==> config.mk <==
export PLATFORM = sky130hd
export DESIGN_NAME = fft_peak_finder
export DESIGN_NICKNAME = d
export VERILOG_FILES = /design/src/rtl/fft_peak_finder.sv
export SDC_FILE = /design/constraint.sdc
export NUM_CORES = 1
export LEC_CHECK = 0
export CORE_MARGIN = 2
export CORE_UTILIZATION = 58
export DETAILED_ROUTE_END_ITERATION = 10
export PLACE_DENSITY = 0.87
export SKIP_LAST_GASP = 1
export SYNTH_ARGS = -nofsm -noshare
export SYNTH_HDL_FRONTEND = slang
export SYNTH_SLANG_ARGS = --single-unit
==> constraint.sdc <==
create_clock -name clk -period 24.8 [get_ports clk]
set_input_delay 3.72 -clock clk [delete_from_list [all_inputs] [get_ports clk]]
set_output_delay 3.72 -clock clk [all_outputs]
set_load 0.01 [all_outputs]
==> src/rtl/fft_peak_finder.sv <==
// Finds the two strongest local peaks of one FFT magnitude frame within [MIN_BIN, MAX_BIN]
// and reports their bins, magnitudes and the strongest peak's frequency once per frame.
module fft_peak_finder #(
  parameter int unsigned N_POINTS = 1024,
  parameter int unsigned LOG2_N   = 10,
  parameter int unsigned FS_HZ    = 500000,
  parameter int unsigned MIN_BIN  = 1,
  parameter int unsigned MAX_BIN  = 511
) (
  input  logic              clk,
  input  logic              rst,
  input  logic              enable,
  input  logic [27:0]       mag_threshold,
  input  logic [27:0]       magnitude,
  input  logic [LOG2_N-1:0] bin_index,
  input  logic              magnitude_valid,
  output logic [LOG2_N-1:0] peak1_bin,
  output logic [27:0]       peak1_mag,
  output logic [LOG2_N-1:0] peak2_bin,
  output logic [27:0]       peak2_mag,
  output logic [31:0]       peak1_freq_hz,
  output logic [1:0]        peak_count,
  output logic              result_valid,
  output logic              frame_error,
  output logic              busy
);

  typedef logic [LOG2_N-1:0] bin_t;
  typedef logic [27:0]       mag_t;
  typedef struct packed {
    bin_t b1;
    mag_t m1;
    bin_t b2;
    mag_t m2;
  } peaks_t;

  typedef enum logic [1:0] {StIdle, StScan, StReport} state_e;

  localparam logic [18:0] FsW     = 19'(FS_HZ);
  localparam bin_t        LastBin = bin_t'(N_POINTS - 1);

  function automatic logic is_peak(mag_t l, mag_t c, mag_t r, mag_t thr, bin_t k);
    return (l < c) && (c >= r) && (c > thr) &&
           (32'(k) >= MIN_BIN) && (32'(k) <= MAX_BIN);
  endfunction

  // Strictly-greater replacement keeps the lower bin on ties, since bins arrive ascending.
  function automatic peaks_t rank(peaks_t p, logic hit, bin_t k, mag_t m);
    peaks_t r;
    r = p;
    if (hit) begin
      if (m > p.m1) begin
        r.b2 = p.b1;
        r.m2 = p.m1;
        r.b1 = k;
        r.m1 = m;
      end else if (m > p.m2) begin
        r.b2 = k;
        r.m2 = m;
      end
    end
    return r;
  endfunction

  state_e      state_q, state_d;
  bin_t        exp_q, exp_d;
  mag_t        m_km1_q, m_km1_d, m_k_q, m_k_d;
  peaks_t      trk_q, trk_d, res_q, res_d, trk_a, trk_b;
  logic        rep_mul_q, rep_reg_q, launch, err_d, start;
  logic [31:0] prod_q;
  bin_t        k_prev;

  assign start  = magnitude_valid && enable && (bin_index == '0);
  assign k_prev = bin_index - bin_t'(1);

  // Candidate k-1 uses the incoming bin as right neighbour; candidate k (last bin only) sees 0.
  always_comb begin
    trk_a = rank(trk_q, is_peak(m_km1_q, m_k_q, magnitude, mag_threshold, k_prev),
                 k_prev, m_k_q);
    trk_b = rank(trk_a, is_peak(m_k_q, magnitude, '0, mag_threshold, bin_index),
                 bin_index, magnitude);
  end

  always_comb begin
    state_d = state_q;
    exp_d   = exp_q;
    m_km1_d = m_km1_q;
    m_k_d   = m_k_q;
    trk_d   = trk_q;
    res_d   = res_q;
    launch  = 1'b0;
    err_d   = 1'b0;
    unique case (state_q)
      StIdle, StReport: begin
        if (start) begin
          state_d = StScan;
          exp_d   = bin_t'(1);
          trk_d   = '0;
          m_km1_d = '0;
          m_k_d   = magnitude;
        end else if (state_q == StReport && rep_reg_q) begin
          state_d = StIdle;
        end
      end
      StScan: begin
        if (!enable) begin
          state_d = StIdle;
        end else if (magnitude_valid) begin
          if (bin_index == exp_q) begin
            trk_d   = trk_a;
            m_km1_d = m_k_q;
            m_k_d   = magnitude;
            exp_d   = exp_q + bin_t'(1);
            if (exp_q == LastBin) begin
              res_d   = trk_b;
              launch  = 1'b1;
              state_d = StReport;
            end
          end else begin
            err_d = 1'b1;
            trk_d = '0;
            if (bin_index == '0) begin
              exp_d   = bin_t'(1);
              m_km1_d = '0;
              m_k_d   = magnitude;
            end else begin
              state_d = StIdle;
            end
          end
        end
      end
      default: state_d = StIdle;
    endcase
  end

  assign busy = (state_q != StIdle);

  always_ff @(posedge clk or posedge rst) begin
    if (rst) begin
      state_q       <= StIdle;
      exp_q         <= '0;
      m_km1_q       <= '0;
      m_k_q         <= '0;
      trk_q         <= '0;
      res_q         <= '0;
      rep_mul_q     <= 1'b0;
      rep_reg_q     <= 1'b0;
      prod_q        <= '0;
      peak1_bin     <= '0;
      peak1_mag     <= '0;
      peak2_bin     <= '0;
      peak2_mag     <= '0;
      peak1_freq_hz <= '0;
      peak_count    <= '0;
      result_valid  <= 1'b0;
      frame_error   <= 1'b0;
    end else begin
      state_q      <= state_d;
      exp_q        <= exp_d;
      m_km1_q      <= m_km1_d;
      m_k_q        <= m_k_d;
      trk_q        <= trk_d;
      res_q        <= res_d;
      rep_mul_q    <= launch;
      rep_reg_q    <= rep_mul_q;
      result_valid <= rep_reg_q;
      frame_error  <= err_d;
      if (rep_mul_q) begin
        prod_q <= 32'(res_q.b1) * 32'(FsW);
      end
      if (rep_reg_q) begin
        peak1_bin     <= res_q.b1;
        peak1_mag     <= res_q.m1;
        peak2_bin     <= res_q.b2;
        peak2_mag     <= res_q.m2;
        peak1_freq_hz <= prod_q >> LOG2_N;
        // Real peaks always exceed the threshold, so a zero magnitude marks an empty slot.
        peak_count    <= 2'(res_q.m1 != '0) + 2'(res_q.m2 != '0);
      end
    end
  end

endmodule

; After elaboration in Yosys (flattened, before gate mapping)
; Cells that the tools add are included.
[classes]
mul = 1
order_cmp = 14
n_reduce_logical = 22
n_addsub = 3
n_eq_ne = 12
mux = 48
[ops]
columns = operator, count
row1 = $mux 76, 6
row2 = $mux 28, 10
row3 = $mux 38, 6
row4 = $gt 28x28->1, 6
row5 = $pmux 76 s2, 1
row6 = $pmux 28 s2, 2
row7 = $lt 28x28->1, 2
row8 = $reduce_bool 28->1, 2
row9 = $mux 10, 5
row10 = $ge 28x1->1 const B, 1
row11 = $ge 28x28->1, 1
row12 = $mul 10x14->24 const B, 1
row13 = $ge 10x1->1 const B, 2
row14 = $le 10x9->1 const B, 2
row15 = $pmux 10 s2, 1
row16 = $mux 2, 7
row17 = $logic_and 1x1->1, 11
row18 = $add 10x1->10 const B, 1
row19 = $eq 10x10->1, 1
row20 = $eq 10x10->1 const B, 1
row21 = $logic_not 10->1, 1
row22 = $reduce_and 5->1, 2
row23 = $sub 10x1->10 const B, 1
row24 = $mux 1, 9
row25 = other kinds (11), 18
[totals]
inputBits = 70
ff_bits = 345

; Logic depth before layout (Yosys ltp)
[depth]
word_depth = 10
mapped_depth = 17

; Least setup slack after synthesis
; No wires, ideal clock.
[synth_timing]
path_kind = input port to flip-flop
startpoint = in magnitude[26]
endpoint = reg res_q[32] (netlist bit)
path_slack_ns = 18.668
path_stages = 13
n_path_buf = 2
t_arrival_ns = 6.007
cell_sequence = inv_1 > ha_1 > nand4_1 > nor2_1 > nand2_1 > or4_4 > a21oi_1 > nor2_1 > nor3_4 > buf_4 > buf_2 > a2bb2oi_1 > mux2_2
[synth_between]
elab_chain_len = 10
word_cells_on_any_way = 18
classes_between = order compare (6) / mux (4) / reduce/logical (8)
[synth_rtl]
columns = element, line
row1 = "start, declared", 14  ; input logic [27:0] magnitude,
row2 = $ge 28x28->1, 43  ; return (l < c) && (c >= r) && (c > thr) &&
row3 = $logic_and 1x1->1 (3 in series), 43
row4 = $logic_and 1x1->1, 44  ; (32'(k) >= MIN_BIN) && (32'(k) <= MAX_BIN);
row5 = $mux 76, 51  ; if (hit) begin
row6 = $gt 28x28->1, 57  ; end else if (m > p.m2) begin
row7 = $mux 38, 57
row8 = $mux 38, 52  ; if (m > p.m1) begin
row9 = $mux 76 (*), 51
row10 = "end signal, assigned", 163  ; res_q <= res_d;
row11 = "end, declared", 68  ; peaks_t trk_q, trk_d, res_q, res_d, trk_a, trk_b;
; Every way passes the cells marked *; elsewhere a longest branch is shown, timed or not.
; A chain may end at the register's enable or synchronous reset.

; Final worst setup path
[layout_timing]
startpoint = in mag_threshold[27]
endpoint = reg res_q[14] (netlist bit)
[layout_between]
elab_chain_len = 9
word_cells_on_any_way = 14
classes_between = order compare (4) / mux (4) / reduce/logical (6)
[layout_rtl]
columns = element, line
row1 = "start, declared", 13  ; input logic [27:0] mag_threshold,
row2 = $gt 28x28->1, 43
row3 = $logic_and 1x1->1 (2 in series), 43
row4 = $logic_and 1x1->1, 44
row5 = $mux 76, 51
row6 = $gt 28x28->1, 57
row7 = $mux 38, 57
row8 = $mux 38, 52
row9 = $mux 76 (*), 51
; Marks and branches as above.

==> impl_metrics.csv <==
group,metric,value,unit
critical_path,cpPeakStageDelay,850,ps
sta,worst_clock_skew,16.83,ps
drt,wire_per_inst,19.43,µm
yosys,synth_seq_cells,340,
yosys,synth.top_cell.area_share,41.91,%
yosys,synth_area_per_cell,9.926,µm²
placement,dpl.hpwl,36680,µm
critical_path,start_kind,"input pin",
die,die_h,191.1,µm
sta,setup_viol,0,
yosys,async_flop_share,100.0,%
drt,top_layer,"met4",
yosys,syn_inst,2045,
layout,final_nets,2517,
outcome,outcome,"finished clean",
cts,clk_latency,530,ps
drt,drc,0,
yosys,yosysMostFrequentCell,"dfrtp_1",
drt,vias,16380,
yosys,syn-cell-area,20300,µm²
yosys,synth_area_leaders,"dfrtp_1 42%, ha_1 15%, mux2_2 6.3%",
sta,fmax,128.0,MHz
cts,cts_root_buf,"clkbuf_16",
global_routing,grt_max_degree,123,
layout,fillers,2524,
power_and_ir_drop,irDropWorstVdd,0.04675,mV
die,die_x,191.1,µm
sta,slew_headroom,27.03,%
sta,rsz0062_at_grt,"no",
yosys,synth_area_leader_cell,"dfrtp_1",
worst_hold_path,hold_path.class,"flip-flop to flip-flop",
placement,gp_congestion,0.9531,
sta,tightest_slew,1095,ps
yosys,yosys-top-cells-count,"340 x dfrtp_1, 244 x ha_1, 222 x nand2_1",
global_routing,overflow,0,
cts,max-clock-path-buffers,3,
die,dieArea,36510,µm²
die,coreArea,34540,µm²
cts,cts_tree,"done",
sta,final.min_clock_period,7814,ps
drt,dr_wl_met3,3899,µm
yosys,synth_edf_count,0,
critical_path,slowest_stage,"o21a_2",
sta,hold_viol_final,0,
sta,final_max_slew_viol_count,0,
critical_path,path_class,"input pin to flip-flop",
critical_path,cp.required,25210,ps
cts,path_clk_slew,60,ps
die,boundaryPins,183,
drt,met2WireLength,24530,µm
die,start_util,58.77,%
placement,portBuffers,169,
cts,cts_made_buffers,36,
critical_path,crit_fanout,68,
global_routing,grt_antenna_before_repair,0,
sta,whs,489.8,ps
drt,dr.pass1.iters,9,
critical_path,endpoint_kind,"flip-flop",
sta,period_share,31.51,%
cts,postCtsSetupBuffers,0,
yosys,seq_area_frac_synth,41.91,%
critical_path,cp.arrival,8220,ps
layout,areaGrowthSynthToFinish,15.67,%
yosys,yosys_warnings,0,
layout,drive_above_1_share,9.413,%
drt,drtIter0Drc,1464,
cts,cts_resized,0,
layout,antennaDiodeCount,0,
die,rows,68,
layout,multi_input_area,10600,µm²
yosys,synth_cell_types,75,
global_routing,grt_util_all_layers,28.72,%
cts,holdBufCountCts,0,
sta,fin_tns_setup,0,ps
flow_run,cap_viol_max_count,0,
global_routing,grt_pass1_vias,16650,
power_and_ir_drop,p_leak,0.01135,µW
cts,cts_max_level,2,
cts,numClockSinks,340,
global_routing,grt_pass1_wl,84470,µm
drt,drtAntennaViolNets,0,
layout,seqCellArea,8512,µm²
critical_path,worstPathCellList,"clkdlybuf4s50_1 > inv_1 > ha_1 > nand4_1 > nor4_1 > o41ai_1 > and4bb_2 > nor3_4 > buf_4 > o21a_2 > o2bb2ai_1 > o31ai_1",
drt,vias_per_cell,6.173,
yosys,synth_ff_type,"dfrtp_1",
power_and_ir_drop,p_per_area,51.86,nW/µm²
drt,drt-met1-wl,21060,µm
drt,wl,51570,µm
[cell families after synthesis]
family / count (synthesis) / share of synthesized area [%]
other: 1 / 0.01847
and+or+nand+nor: 430 / 10.02
AOI/OAI and AO/OA: 533 / 15.95
DFF: 340 / 41.91
buffers and inverters: 313 / 6.281
adders and majority gates: 269 / 17.50
muxes: 123 / 6.768
xor gates and xnor gates: 36 / 1.553
[where the power goes]
part           switching, µW  internal [µW]
clock network            217            337
registers               1.76            555
logic                   70.1           36.8
total                    289            929
[layer usage]
layer | vias up | global-route usage, %
li1 | 7456 | -
met1 | 8019 | 38.10
met2 | 760 | 46.96
met3 | 149 | 4.755
met4 | 0 | 11.92
met5 | - | 0
[final cells by class]
class,instances,share of cell area (%)
sequential,340,36.25
clock inverter,7,0.5755
tap,455,2.425
timing repair buffer,183,7.652
inverter,213,3.437
clock buffer,52,4.524
multi-input combinational,1404,45.14
[through the flow]
stage	setup WS (ps)	total power (µW)	instances	instance area [µm²]	utilization [%]
finish	16990	1218	2654	23480	67.97
global route	16820	1254	2654	23480	67.97
CTS	17110	1220	2654	23480	67.97
detailed placement	16690	671.1	2595	22280	64.51
global placement	16850	668.9	2595	22280	64.51
floorplan	11660	632.9	2057	20340	-
[worst max-delay path: cells and delay by family]
kind	cells	cell delay, ps
fa+ha+maj	1	290
buf+inv	3	1180
compound gates	4	1650
simple gates	4	1280
[state kept, by name, summed over array words and instances, names as in the netlist]
| name | cells |
|---|---|
| exp_q | 10 |
| result_valid | 1 |
| peak2_mag | 28 |
| trk_q | 76 |
| rep_reg_q | 1 |
| peak2_bin | 10 |
| peak1_mag | 28 |
| state_q | 2 |
| frame_error | 1 |
| res_q | 76 |
| peak1_freq_hz | 19 |
| m_k_q | 28 |
| prod_q | 19 |
| peak_count | 2 |
| m_km1_q | 28 |
| rep_mul_q | 1 |
| peak1_bin | 10 |
[layout by cell type, fill, tap and decap left out, types with 37 or more instances in the layout]
cell             netlist  final
nand2_1              222    222
clkbuf_16              0     37
o21ai_0              186    186
a21oi_1              130    130
mux2_2               114    114
dfrtp_1              340    339
nor2_1                54     54
ha_1                 244    244
inv_1                211    210
clkdlybuf4s50_1        0    169
[worst paths after layout]
path / from / end / slack, ps / cells after the start
max: mag_threshold[27] / res_q[14] / 16990 / 12
min: m_km1_q[15] / m_km1_q[15] / 490 / 2
max reg2reg: res_q[70] / prod_q[28] / 19950 / 16
min reg2reg: m_km1_q[15] / m_km1_q[15] / 490 / 2
max in group asynchronous: rst / peak1_mag[7] / 18810 / 4
min in group asynchronous: rst / prod_q[14] / 3760 / 2
Note: power is estimated with default switching activity, not from simulation.
